==> config.mk <==
export PLATFORM = sky130hd
export DESIGN_NAME = mnist_argmax_classifier_flat
export DESIGN_NICKNAME = d
export VERILOG_FILES = /design/src/rtl/mnist_pkg.sv /design/src/rtl/mnist_argmax_classifier_if.sv /design/src/rtl/seg7_decoder.sv /design/src/rtl/mnist_argmax_classifier.sv /design/src/flat_wrapper.sv
export SDC_FILE = /design/constraint.sdc
export NUM_CORES = 1
export LEC_CHECK = 0
export CORE_UTILIZATION = 53
export DETAILED_ROUTE_END_ITERATION = 16
export HOLD_SLACK_MARGIN = 0.08
export PLACE_DENSITY = 0.86
export SYNTH_ARGS = -nofsm -noshare
export SYNTH_HDL_FRONTEND = slang
export SYNTH_SLANG_ARGS = --single-unit
==> constraint.sdc <==
create_clock -name clk -period 7.3 [get_ports clk]
set_clock_uncertainty 0.15 [all_clocks]
set_input_delay 1.46 -clock clk [delete_from_list [all_inputs] [get_ports clk]]
set_output_delay 1.46 -clock clk [all_outputs]
set_load 0.03 [all_outputs]
==> src/rtl/mnist_pkg.sv <==
// Shared MNIST constants: class count, argmax FSM states and active-low
// 7-segment codes {dp,g,f,e,d,c,b,a}.
package mnist_pkg;

  localparam int CLASSES = 10;
  localparam int IDX_W   = 4;

  typedef enum logic [1:0] {
    IDLE    = 2'd0,
    COLLECT = 2'd1,
    DONE    = 2'd2
  } argmax_state_t;

  localparam logic [7:0] SEG_0     = 8'hC0;
  localparam logic [7:0] SEG_1     = 8'hF9;
  localparam logic [7:0] SEG_2     = 8'hA4;
  localparam logic [7:0] SEG_3     = 8'hB0;
  localparam logic [7:0] SEG_4     = 8'h99;
  localparam logic [7:0] SEG_5     = 8'h92;
  localparam logic [7:0] SEG_6     = 8'h82;
  localparam logic [7:0] SEG_7     = 8'hF8;
  localparam logic [7:0] SEG_8     = 8'h80;
  localparam logic [7:0] SEG_9     = 8'h90;
  localparam logic [7:0] SEG_BLANK = 8'hFF;

endpackage

==> src/rtl/mnist_argmax_classifier_if.sv <==
// Serial class-score stream from the systolic array into the argmax stage.
// Handshake: a beat transfers on a rising edge where score_valid && score_ready;
// score must hold while score_valid is high and the beat has not transferred.
interface mnist_argmax_classifier_if #(
  parameter int SCORE_WIDTH = 32
);
  logic                   score_valid;
  logic [SCORE_WIDTH-1:0] score;
  logic                   score_ready;

  modport master (output score_valid, output score, input score_ready);
  modport slave  (input score_valid, input score, output score_ready);
endinterface

==> src/rtl/seg7_decoder.sv <==
// Combinational 4-bit index to active-low 7-segment code; values above 9 blank.
module seg7_decoder
  import mnist_pkg::*;
(
  input  logic [IDX_W-1:0] idx,
  output logic [7:0]       seg
);

  always_comb begin
    seg = SEG_BLANK;
    case (idx)
      4'd0: seg = SEG_0;
      4'd1: seg = SEG_1;
      4'd2: seg = SEG_2;
      4'd3: seg = SEG_3;
      4'd4: seg = SEG_4;
      4'd5: seg = SEG_5;
      4'd6: seg = SEG_6;
      4'd7: seg = SEG_7;
      4'd8: seg = SEG_8;
      4'd9: seg = SEG_9;
      default: seg = SEG_BLANK;
    endcase
  end

endmodule

==> src/rtl/mnist_argmax_classifier.sv <==
// Argmax over CLASSES serial signed scores; registers one-hot/hex/ready on DONE entry.
// Optional runner-up tracking and low-confidence flag: define MNIST_ARGMAX_CONF_EN.
module mnist_argmax_classifier #(
  parameter int SCORE_WIDTH = 32,
  parameter int CLASSES     = 10,
  parameter int CONF_THRESH = 256
) (
  input  logic                      clk,
  input  logic                      reset,
  input  logic                      start,
  mnist_argmax_classifier_if.slave  score_if,
  output logic                      ready,
  output logic [CLASSES-1:0]        classes,
  output logic [3:0]                class_idx,
  output logic [SCORE_WIDTH-1:0]    max_score,
  output logic [7:0]                hex_connect,
  output logic                      low_conf,
  output mnist_pkg::argmax_state_t  state
);
  import mnist_pkg::*;

  localparam logic [IDX_W-1:0]   LAST_IDX = IDX_W'(CLASSES - 1);
  localparam logic [CLASSES-1:0] ONE_HOT0 = CLASSES'(1);

  logic                   accept;
  logic                   first;
  logic [SCORE_WIDTH-1:0] nxt_max;
  logic [IDX_W-1:0]       nxt_idx;
  logic [IDX_W-1:0]       cnt;
  logic [7:0]             nxt_hex;
  logic                   nxt_low;

  assign score_if.score_ready = (state == COLLECT);
  // start has priority: a score presented alongside start is never taken.
  assign accept = score_if.score_valid && score_if.score_ready && !start;
  assign first  = (cnt == '0);

  always_comb begin
    nxt_max = max_score;
    nxt_idx = class_idx;
    if (first || ($signed(score_if.score) > $signed(max_score))) begin
      nxt_max = score_if.score;
      nxt_idx = cnt;
    end
  end

`ifdef MNIST_ARGMAX_CONF_EN
  localparam logic [SCORE_WIDTH-1:0] MOST_NEG = {1'b1, {(SCORE_WIDTH-1){1'b0}}};
  localparam logic signed [SCORE_WIDTH:0] THRESH = (SCORE_WIDTH+1)'(CONF_THRESH);

  logic [SCORE_WIDTH-1:0]        second;
  logic [SCORE_WIDTH-1:0]        nxt_second;
  logic signed [SCORE_WIDTH:0]   margin;

  always_comb begin
    nxt_second = second;
    if (first) begin
      nxt_second = MOST_NEG;
    end else if ($signed(score_if.score) > $signed(max_score)) begin
      nxt_second = max_score;
    end else if ($signed(score_if.score) > $signed(second)) begin
      nxt_second = score_if.score;
    end
    // One extra bit so max minus most-negative runner-up cannot overflow.
    margin  = $signed({nxt_max[SCORE_WIDTH-1], nxt_max})
            - $signed({nxt_second[SCORE_WIDTH-1], nxt_second});
    nxt_low = (margin < THRESH);
  end

  always_ff @(posedge clk) begin
    if (reset || start) begin
      second <= MOST_NEG;
    end else if (accept) begin
      second <= nxt_second;
    end
  end
`else
  // Without runner-up tracking the flag is constant; a sane threshold is never negative.
  assign nxt_low = (CONF_THRESH < 0);
`endif

  seg7_decoder u_seg7 (
    .idx (nxt_idx),
    .seg (nxt_hex)
  );

  always_ff @(posedge clk) begin
    if (reset) begin
      state       <= IDLE;
      cnt         <= '0;
      max_score   <= '0;
      class_idx   <= '0;
      ready       <= 1'b0;
      classes     <= '0;
      hex_connect <= SEG_BLANK;
      low_conf    <= 1'b0;
    end else if (start) begin
      state     <= COLLECT;
      cnt       <= '0;
      max_score <= '0;
      class_idx <= '0;
      // Aborting in COLLECT leaves the published result untouched.
      if (state == DONE) begin
        ready       <= 1'b0;
        classes     <= '0;
        hex_connect <= SEG_BLANK;
      end
    end else if (accept) begin
      max_score <= nxt_max;
      class_idx <= nxt_idx;
      if (cnt == LAST_IDX) begin
        state       <= DONE;
        cnt         <= '0;
        ready       <= 1'b1;
        classes     <= ONE_HOT0 << nxt_idx;
        hex_connect <= nxt_hex;
        low_conf    <= nxt_low;
      end else begin
        cnt <= cnt + 1'b1;
      end
    end
  end

endmodule

==> src/flat_wrapper.sv <==
// flat-port wrapper written by rule: the top's interface ports become plain ports
module mnist_argmax_classifier_flat import mnist_pkg::*;
#(
  parameter int SCORE_WIDTH = 32,
  parameter int CLASSES     = 10,
  parameter int CONF_THRESH = 256
)
  (clk, reset, start, ready, classes, class_idx, max_score, hex_connect, low_conf, state, score_if_score_valid, score_if_score, score_if_score_ready);
  mnist_argmax_classifier_if #(.SCORE_WIDTH(SCORE_WIDTH)) score_if_i ();
  input  logic clk;
  input  logic reset;
  input  logic start;
  output logic ready;
  output logic [CLASSES-1:0] classes;
  output logic [3:0] class_idx;
  output logic [SCORE_WIDTH-1:0] max_score;
  output logic [7:0] hex_connect;
  output logic low_conf;
  output mnist_pkg::argmax_state_t state;
  input wire logic [$bits(score_if_i.score_valid)-1:0] score_if_score_valid;
  input wire logic [$bits(score_if_i.score)-1:0] score_if_score;
  output wire logic [$bits(score_if_i.score_ready)-1:0] score_if_score_ready;
  assign score_if_i.score_valid = score_if_score_valid;
  assign score_if_i.score = score_if_score;
  assign score_if_score_ready = score_if_i.score_ready;
  mnist_argmax_classifier #(.SCORE_WIDTH(SCORE_WIDTH), .CLASSES(CLASSES), .CONF_THRESH(CONF_THRESH)) u_core (.clk(clk), .reset(reset), .start(start), .score_if(score_if_i), .ready(ready), .classes(classes), .class_idx(class_idx), .max_score(max_score), .hex_connect(hex_connect), .low_conf(low_conf), .state(state));
endmodule
Word level (Yosys, flattened, before mapping)
Memory sizes are Yosys's and may differ from the RTL's.
Index checks and enable logic that the tools add are counted.

word-level totals
  bits in latches = 0
  register bits = 61
  memories = 1
  memory bits (read-only) = 112
  output and inout port bits = 59
  logic and storage cells = 45
  bits in writable memories = 0

operators by class
  order comparisons = 1
  mux-type cells = 17
  bitwise operators = 0
  div/mod/pow operators = 0
  shift operators = 1
  multipliers = 0
  $add $sub $neg = 1
  equal/unequal tests = 4
  reduce and logical (&&, ||, !) cells = 12

memories
  memory            words  width  read ports  clocked after memory_dff  wr ports  RTL line            source
  (name not given)  16     7      1           0                         0         seg7_decoder.sv:11  case (idx)

operators with widths
  cell                    number
  $mux W10                4
  $gt A32 B32 Y1          1
  $mux W8                 4
  $shl A1 B4 Y10 const A  1
  $mux W4                 2
  $mux W1                 7
  $reduce_and A2 Y1       3
  $add A4 B1 Y4 const B   1
  $eq A4 B4 Y1 const B    1
  $logic_not A4 Y1        1
  $reduce_bool A2 Y1      2
  $reduce_and A3 Y1       1
  $eq A2 B1 Y1 const B    1
  $eq A2 B2 Y1 const B    1
  $logic_and A1 B1 Y1     2
  $ne A2 B1 Y1 const B    1
  $reduce_or A2 Y1        1
  $logic_not A1 Y1        1
  $logic_or A1 B1 Y1      1

Longest topological paths before layout
Gate-level depths: netlist of run 1.

  word-level depth = 7
  mapped depth = 16

By module
From an unflattened synthesis of run 1, not the netlist that was laid out.

unflattened totals
  cells, all modules = 442
  area total of the unflattened synthesis = 3,623.5 um2

by module, submodules not included
  module                   sequential area each (um2)  cells each  times used  area an instance (um2)
  mnist_argmax_classifier  1,221.2                     407         1           3,402.0
  seg7_decoder             0.0                         35          1           221.5

Worst setup path before layout of run 1
OpenSTA, ideal clock, no wires.

  kind = input port to flip-flop
  from = input port score_if_score[14]
  to = register u_core.hex_connect[1]
  data arrival time = 4.134 ns
  data required time = 7.028 ns
  slack = 2.894 ns
  path buffers = 1
  cell stages on the path = 12
  cells stage by stage = ha_1 a21oi_1 nand2_1 a221o_1 o31a_4 nor2_4 a21o_1 buf_6 mux2_2 ha_1 o21ai_1 a311o_1

between the ends
  cells in the longest elaborated chain, start to end = 7

RTL lines
  item                    RTL line                        source
  start: declaration      flat_wrapper.sv:21              input wire logic [$bits(score_if_i.score)-1:0] score_if_score;
  $gt A32 B32 Y1          mnist_argmax_classifier.sv:41   if (first || ($signed(score_if.score) > $signed(max_score))) begin
  $logic_or A1 B1 Y1      mnist_argmax_classifier.sv:41
  $mux W4                 mnist_argmax_classifier.sv:41
  $mem_v2 Z16 W7          n/a
  $mux W8                 mnist_argmax_classifier.sv:111  if (cnt == LAST_IDX) begin
  $mux W8                 mnist_argmax_classifier.sv:108  end else if (accept) begin
  $mux W8                 mnist_argmax_classifier.sv:97   end else if (start) begin
  end signal: assignment  mnist_argmax_classifier.sv:116  hex_connect <= nxt_hex;
  end: declaration        mnist_argmax_classifier.sv:16   output logic [7:0] hex_connect,

Every way passes these cells. The select of a mux whose other input is x is not followed.
A chain may end at the register's enable or synchronous reset.

Worst setup path in the final report of run 1
  from = input port score_if_score[31]
  to = register u_core.max_score[10]

between the ends
  cells in the longest elaborated chain, start to end = 3

RTL lines
  item                         RTL line                        source
  $gt A32 B32 Y1               mnist_argmax_classifier.sv:41
  $logic_or A1 B1 Y1           mnist_argmax_classifier.sv:41
  $reduce_and A2 Y1 (no line)  n/a
  end signal: assignment       mnist_argmax_classifier.sv:109  max_score <= nxt_max;
  end: declaration             mnist_argmax_classifier.sv:15   output logic [SCORE_WIDTH-1:0] max_score,

Every way passes these cells.

==> metrics.md, run 1 <==
| Metric | Value |
|---|---|
| Critical path arrival | `~5 ns` |
| Leak Pwr | `0.001682 µW` |
| Pwr Total | `810.5 µW` |
| Nets | `just over 600` |
| Clk slew on worst S/H paths | `about 0.070 ns` |
| Crit Reg-Reg Startpoint | `u_core.max_score[31]` |
| Tmin final | `between 4 and 5 ns` |
| Power share of the combinational group | `between 10% and 20%` |
| GRT busiest layer | `met2` |
| Mean routed wirelength per cell | `roughly 15 µm` |
| CTS tree | `done` |
| Most used flip-flop cell after synthesis | `dfxtp_1` |
| Post-synthesis sequential area ratio | `between 30 and 40%` |
| Psw | `between 200 and 250 µW` |
| Crit path max fanout | `35` |
| Met3 GRT Util | `~4.4%` |
| Worst vdd ir | `approximately 100 µV` |
| Num ports | `95` |
| Final setup fails | `0` |
| Full die area | `between 0.007 and 0.008 mm²` |
| Post-CTS setup buffer count | `0` |
| Reg-to-reg setup timing slack | `roughly 3.5 ns` |
| CTS Sinks | `60` |
| Worst endpoint required time | `between 7 and 8 ns` |
| Tightest Pin Transition | `1.012 ns` |
| Synth warn | `0` |
| Hold Vio Cnt, Final | `0` |
| Initial core utilization | `a little under three fifths` |
| Yosys reg bits | `60` |
| GRT Total Usage | `26.75%` |
| Placed cells | `about 610` |
| PD cells | `169.8 mW/mm²` |
| DRT antenna net count | `0` |
| Pins Over Slew Limit | `0` |
| Asr flop ratio synth | `0%` |
| Reg2reg path depth | `10` |
| Sequential power share | `just over 40%` |
| Synth Area per Inst | `around 8.0 µm²` |
| Initial drt markers | `221` |
| Worst setup EP type | `flop` |
| H-tree depth | `3` |
| Clk Tree Root Cell | `clkbuf_8` |
| RSZ-0062 raised after global routing | `no` |
| Port Buffers | `between 90 and 100` |
| Met2 usage | `46.04%` |
| CTS Buf Count | `9` |
| Status | `finished, final reports clean` |
| Worst min-delay path startpoint | `u_core.ready` |
| Synthesized area | `~0.0037 mm²` |
| N_diodes | `0` |
| Die height | `85.30 µm` |
| Max_cap viols | `0` |
| Vias per cell | `approximately 5.8` |
| DRT Wirelength | `9637 µm` |
| GPL Wtd Cong | `a little under 0.9` |
| Core ar. | `around 0.0065 mm²` |
| Die width | `approximately 85 µm` |
| HPWL after detailed placement | `6734 µm` |
| Worst hold path cell count | `2` |
| Row count | `29` |
| Met1 Resource Use GR | `between 30% and 40%` |
| Final Cell Area | `about 0.0048 mm²` |
| P&R area growth vs syn | `29.77%` |
| Largest net degree at the start of global routing | `42` |
| Final Non-Filler Cells | `between 600 and 700` |
| Period utilization | `between 60% and 70%` |
| Max Fclk | `roughly 200 MHz` |
| Initial antenna violation count | `0` |
| Synth Net Count | `approximately 530` |
| Number of flops mapped to enable cells by yosys | `0` |
| Placed Area | `~0.0045 mm²` |
| Pint | `609.9 µW` |
| Yosys cell types | `69` |
| Clock Latency Late Sink | `0.35 ns` |
| Hold_buf cts | `0` |
| Post-CTS resize count | `0` |
| Clock Path Buffers | `2` |
| Worst Hold Path EP | `u_core.ready` |
| Vias in the first global route | `~3,500` |
| Clock power frac | `a little under half` |
| Slew HR | `roughly 32%` |
| First-pass GRT wire length | `~16,000 µm` |
| Initial DRT Pass Iterations | `4` |
| R2R Path End | `u_core.max_score[10]` |
| Startpoint Class | `primary input` |
| Post-route DRC | `0` |
| Via count | `3,609` |
| Layout cells sized above 1 | `between 7 and 8%` |
| Sw Share | `roughly 25%` |
| # fillers | `between 500 and 600` |
| Post-Route Utilization | `between 70% and 80%` |
| Post-Syn Instances | `around 460` |
| Worst min path class | `flop to flop` |
| Setup CP Type | `primary input to flop` |
| Fin Setup TNS | `0 ns` |
| GRT overflow | `0` |
-- final cells by class --
cell class | instances | area (µm²) | share of cell area (%)
Multi-Input combinational cell | 341 | 2170 | 45.46
Timing Repair Buffer | 92 | 920.9 | 19.30
Clock buffer | 10 | 137.6 | 2.884
Inverter | 36 | 135.1 | 2.832
Sequential cell | 60 | 1201 | 25.17
Tap cell | 77 | 96.34 | 2.019
Clock inverter | 6 | 111.4 | 2.334
-- registers in the layout (all words and copies together), names as in the netlist --
register            cells
u_core.max_score       32
u_core.classes         10
u_core.hex_connect      7
u_core.class_idx        4
u_core.cnt              4
u_core.state            2
u_core.ready            1
-- power groups by stage --
stage | sequential [µW] | combinational (µW) | clock (µW)
2_1_floorplan | 343 | 60.9 | 0
3_3_place_gp | 340 | 97.3 | 0
3_5_place_dp | 340 | 100 | 0
4_1_cts | 332 | 102 | 378
5_1_grt | 333 | 112 | 393
6_report | 332 | 103 | 375
-- worst max-delay path: stages --
cell and delay (ns):
clkdlybuf4s50_1 0.44, ha_1 0.69, nand4_4 0.21, nor4_4 0.49, o31a_4 0.24, nor2_4 0.05, a21o_1 0.30, a21boi_4 0.84
nand2_1 0.15, a21oi_1 0.19
-- layer usage --
metal,routed length [µm],up-vias
met1,4077,1717
met3,656,21
met2,4692,125
met5,0,-
met4,210,0
li1,-,1746
-- cell usage in the layout (no fill, tap or decap), drive strengths merged, types with 2 or more instances in the layout --
cell type / n
nor2: 32
nand4: 7
inv: 36
o22ai: 2
nand2: 97
and2: 5
o31a: 2
a31oi: 5
and3: 2
a21boi: 3
clkbuf: 10
clkdlybuf4s50: 92
or3: 2
nor3: 10
dfxtp: 60
nand3: 8
xor2: 2
conb: 2
a21oi: 60
mux2i: 4
ha: 36
nand2b: 3
o221ai: 2
nor2b: 4
o21ai: 14
bufinv: 3
nor4: 4
mux2: 3
a32oi: 9
a211o: 2
clkinv: 2
a21o: 4
-- worst max-delay path by stage --
stage	start	end	slack, ns	cells after the start
2_1_floorplan	score_if_score[14]	u_core.hex_connect[1]	2.89	12
3_3_place_gp	score_if_score[31]	u_core.hex_connect[1]	2.14	12
3_5_place_dp	score_if_score[31]	u_core.hex_connect[1]	2.02	12
4_1_cts	score_if_score[31]	u_core.hex_connect[1]	2.38	12
5_1_grt	score_if_score[31]	u_core.hex_connect[5]	2.09	14
6_report	score_if_score[31]	u_core.max_score[10]	2.31	10
-- logic make-up after synthesis --
family	share of synthesized area, %
mux	2.109
xor+xnor	0.4764
compound gates	20.69
other cells	0.2042
buf+inv	8.336
flops	32.66
fa+ha+maj	12.25
simple gates	23.27
-- synthesized netlist by cell type (6+ instances only) --
cell type	count	share of area, %
nand2_1	97	9.9
dfxtp_1	60	33
a21oi_1	58	7.9
ha_1	36	12
inv_1	36	3.7
nor2_1	31	3.2
a32oi_1	9	2.1
nor3_1	9	1.2
o21ai_0	9	1.2
nand3_1	8	1.1
clkbuf_1	7	0.71
nand4_1	6	1.0
-- through the flow --
step	hold slack, ns	setup WS, ns
2_1_floorplan	0.4128	2.894
3_3_place_gp	0.2946	2.142
3_5_place_dp	0.2994	2.022
4_1_cts	0.3096	2.378
5_1_grt	0.3320	2.088
6_report	0.3062	2.314
No activity file was read; power rests on OpenSTA's default activity.
==> inputs of run 2 (changes only) <==
--- a/config.mk
+++ b/config.mk
@@ -5,10 +5,10 @@
 export SDC_FILE = /design/constraint.sdc
 export NUM_CORES = 1
 export LEC_CHECK = 0
-export CORE_UTILIZATION = 53
+export CORE_UTILIZATION = 45
 export DETAILED_ROUTE_END_ITERATION = 16
 export HOLD_SLACK_MARGIN = 0.08
-export PLACE_DENSITY = 0.86
+export PLACE_DENSITY = 0.78
 export SYNTH_ARGS = -nofsm -noshare
 export SYNTH_HDL_FRONTEND = slang
 export SYNTH_SLANG_ARGS = --single-unit
==> constraint.sdc (replaced) <==
create_clock -name clk -period 4.05 [get_ports clk]
set_clock_uncertainty 0.15 [all_clocks]
set_input_delay 0.81 -clock clk [delete_from_list [all_inputs] [get_ports clk]]
set_output_delay 0.81 -clock clk [all_outputs]
set_load 0.03 [all_outputs]
==> run 2 against run 1 <==
Die area grew 17%. Clock power increased by 25%. Critical endpoint is now u_core.hex_connect[1]. Hold slack better by 0.0020 ns. Global-route usage fell by 3.4 points. Via count fell by 0.89%. Total power up 57%. First-iteration DRC count is 16% higher. Final area rose by 3.5%.
==> metrics.md, run 2 (same netlist as run 1, synthesis figures left out) <==
| Metric | Value |
|---|---|
| Initial antenna violation count | `0 (unchanged)` |
| Reg2reg path depth | `12 (+2)` |
| Final setup fails | `0 (unchanged)` |
| Initial drt markers | `256 (+16%)` |
| Vias per cell | `5.323 (-8.3%)` |
| HPWL after detailed placement | `7149 µm (+6.2%)` |
| CTS tree | `done` |
| Worst vdd ir | `133.5 µV (+33%)` |
| Leak Pwr | `0.001780 µW (+5.9%)` |
| Biggest register | `u_core.max_score` |
| Max_cap viols | `0 (unchanged)` |
| N_diodes | `0 (unchanged)` |
| RSZ-0062 raised after global routing | `no` |
| Via count | `3,577 (-0.89%)` |
| Startpoint Class | `primary input` |
| GPL Wtd Cong | `0.8963 (+1.2%)` |
| Status | `finished, final reports clean` |
| DRT antenna net count | `0 (unchanged)` |
| Initial DRT Pass Iterations | `5 (+1)` |
| Clk Tree Root Cell | `clkbuf_8` |
| Clock Latency Late Sink | `0.34 ns (about the same)` |
| Commonest cells after routing, fill and taps aside | `nand2_1, clkdlybuf4s50_1, dfxtp_1, a21oi_1` |
| Row count | `32 (+10%)` |
| GRT overflow | `0 (unchanged)` |
| Slew HR | `44.23% (+12 points)` |
| Largest net degree at the start of global routing | `42 (unchanged)` |
| Placed Area | `0.004752 mm² (+5.1%)` |
| Core ar. | `0.007807 mm² (+20%)` |
| Max reg flops | `32 (unchanged)` |
| Worst min-delay path startpoint | `u_core.classes[8]` |
| Initial core utilization | `47.10% (-9.2 points)` |
| Layout cells sized above 1 | `11.23% (+4.1 points)` |
| Setup CP Type | `primary input to flop` |
| Crit Reg-Reg Startpoint | `u_core.max_score[5]` |
| Hold_buf cts | `0 (unchanged)` |
| Die width | `92.40 µm (+8.3%)` |
| Met1 Resource Use GR | `28.88% (-4.2 points)` |
| Most common cell after layout, fill and taps aside | `nand2_1` |
| First-pass GRT wire length | `15,980 µm (+2.2%)` |
| Clk slew on worst S/H paths | `0.07 ns (about the same)` |
| Worst min path class | `flop to flop` |
| CTS Sinks | `60 (unchanged)` |
| Worst endpoint required time | `4.13 ns (-3.28 ns)` |
| R2R Path End | `u_core.hex_connect[1]` |
| Reg-to-reg setup timing slack | `0.72 ns (-2.79 ns)` |
| Max Fclk | `roughly 260 MHz` |
| DRT Wirelength | `9575 µm (-0.64%)` |
| Crit path max fanout | `4 (-89%)` |
| PD cells | `257.5 mW/mm² (+52%)` |
| Hold Vio Cnt, Final | `0 (unchanged)` |
| Num ports | `95 (unchanged)` |
| Worst Hold Path EP | `u_core.classes[8]` |
| CTS Buf Count | `9 (unchanged)` |
| Critical path arrival | `3.93 ns (-1.16 ns)` |
| CP Launch Point | `score_if_score[7]` |
| Tightest Pin Transition | `0.8365 ns (-0.1759 ns)` |
| Tmin final | `between 3 and 4 ns` |
| Largest regs | `u_core.max_score (32), u_core.classes (10), u_core.hex_connect (7)` |
| Pwr Total | `1272 µW (+57%)` |
| Fin Setup TNS | `0 ns (unchanged)` |
| Met3 GRT Util | `4.433% (+0.056 points)` |
| Final Cell Area | `0.004940 mm² (+3.5%)` |
| P&R area growth vs syn | `34.33%` |
| Mean routed wirelength per cell | `14.25 µm (-8.0%)` |
| Pins Over Slew Limit | `0 (unchanged)` |
| Nets | `637 (+4.1%)` |
| Worst setup EP type | `flop` |
| Vias in the first global route | `3,464 (-2.3%)` |
| Port Buffers | `92 (unchanged)` |
| GRT busiest layer | `met2` |
| Post-route DRC | `0 (unchanged)` |
| Period utilization | `95.11%` |
| Full die area | `0.008537 mm² (+17%)` |
| GRT Total Usage | `23.34% (-3.4 points)` |
| Die height | `92.40 µm (+8.3%)` |
| H-tree depth | `3 (unchanged)` |
| Met2 usage | `38.89% (-7.2 points)` |
| Worst hold path cell count | `2 (unchanged)` |
| Final Non-Filler Cells | `672 (+8.0%)` |
| Placed cells | `654 (+7.9%)` |
| Clock Path Buffers | `2 (unchanged)` |
[run 2: changes by cell type in the layout (fill, tap and decap cells not counted)]
cell,change
clkinv_2,+3
o21ai_0,-1
buf_12,+2
buf_4,+23
clkinv_4,-1
clkbuf_1,+1
bufinv_16,-3
a21oi_2,+1
o21ai_1,+1
a21oi_1,-1
[run 2: area by class of cell]
type	count	area, µm²
tap	102	127.6
clock buffer	11	141.4
fill	686	2868
clock inverter	5	27.53
multi-input combinational	341	2173
sequential	60	1201
inverter	36	135.1
timing repair buffer	117	1134
[run 2: critical path, cell delays in order]
cell	delay (ns)
clkdlybuf4s50_1	0.42
ha_1	0.34
a21oi_1	0.15
o21ai_1	0.10
a221o_1	0.36
o31a_4	0.37
nor2_4	0.09
a21o_1	0.19
mux2_2	0.38
ha_1	0.31
o21ai_1	0.07
a311o_1	0.34
[run 2: per-layer routing]
layer,share of wire (%),up-vias,routed length [µm]
met1,44,1666,4237
met4,1.7,0,158
met5,0,-,0
met2,49,99,4678
li1,-,1800,-
met3,5.2,12,500
[run 2: worst max path at each step]
stage          depth (start not counted)               endpoint
2_1_floorplan                         12  u_core.hex_connect[1]
3_3_place_gp                          12  u_core.hex_connect[1]
3_5_place_dp                          12  u_core.hex_connect[1]
4_1_cts                               12  u_core.hex_connect[1]
5_1_grt                               14  u_core.hex_connect[5]
6_report                              12  u_core.hex_connect[1]
[run 2: through the flow]
stage	setup WS, ns	utilization (%)	hold slack [ns]
after CTS	0.1671	63.03	0.3121
after detailed placement	-0.1889	60.87	0.3025
after floorplan	0.2937	-	0.4128
after global placement	-0.1291	60.87	0.2957
final	0.1979	63.27	0.3082
after global routing	0.006211	63.27	0.3393
[run 2: power breakdown]
part / total (µW) / switching [µW] / leakage [µW] / internal [µW]
registers: 599 / 4.87 / 0.000484 / 595
clock network: 468 / 234 / 0.0000889 / 234
logic: 205 / 108 / 0.00121 / 97.1
[run 2: what timing repair did]
item                                    CTS  global route
buffers inserted                          0             2
endpoints found under the hold margin     0             0
endpoints found under the setup margin    0             2
gates resized for setup                   0             2
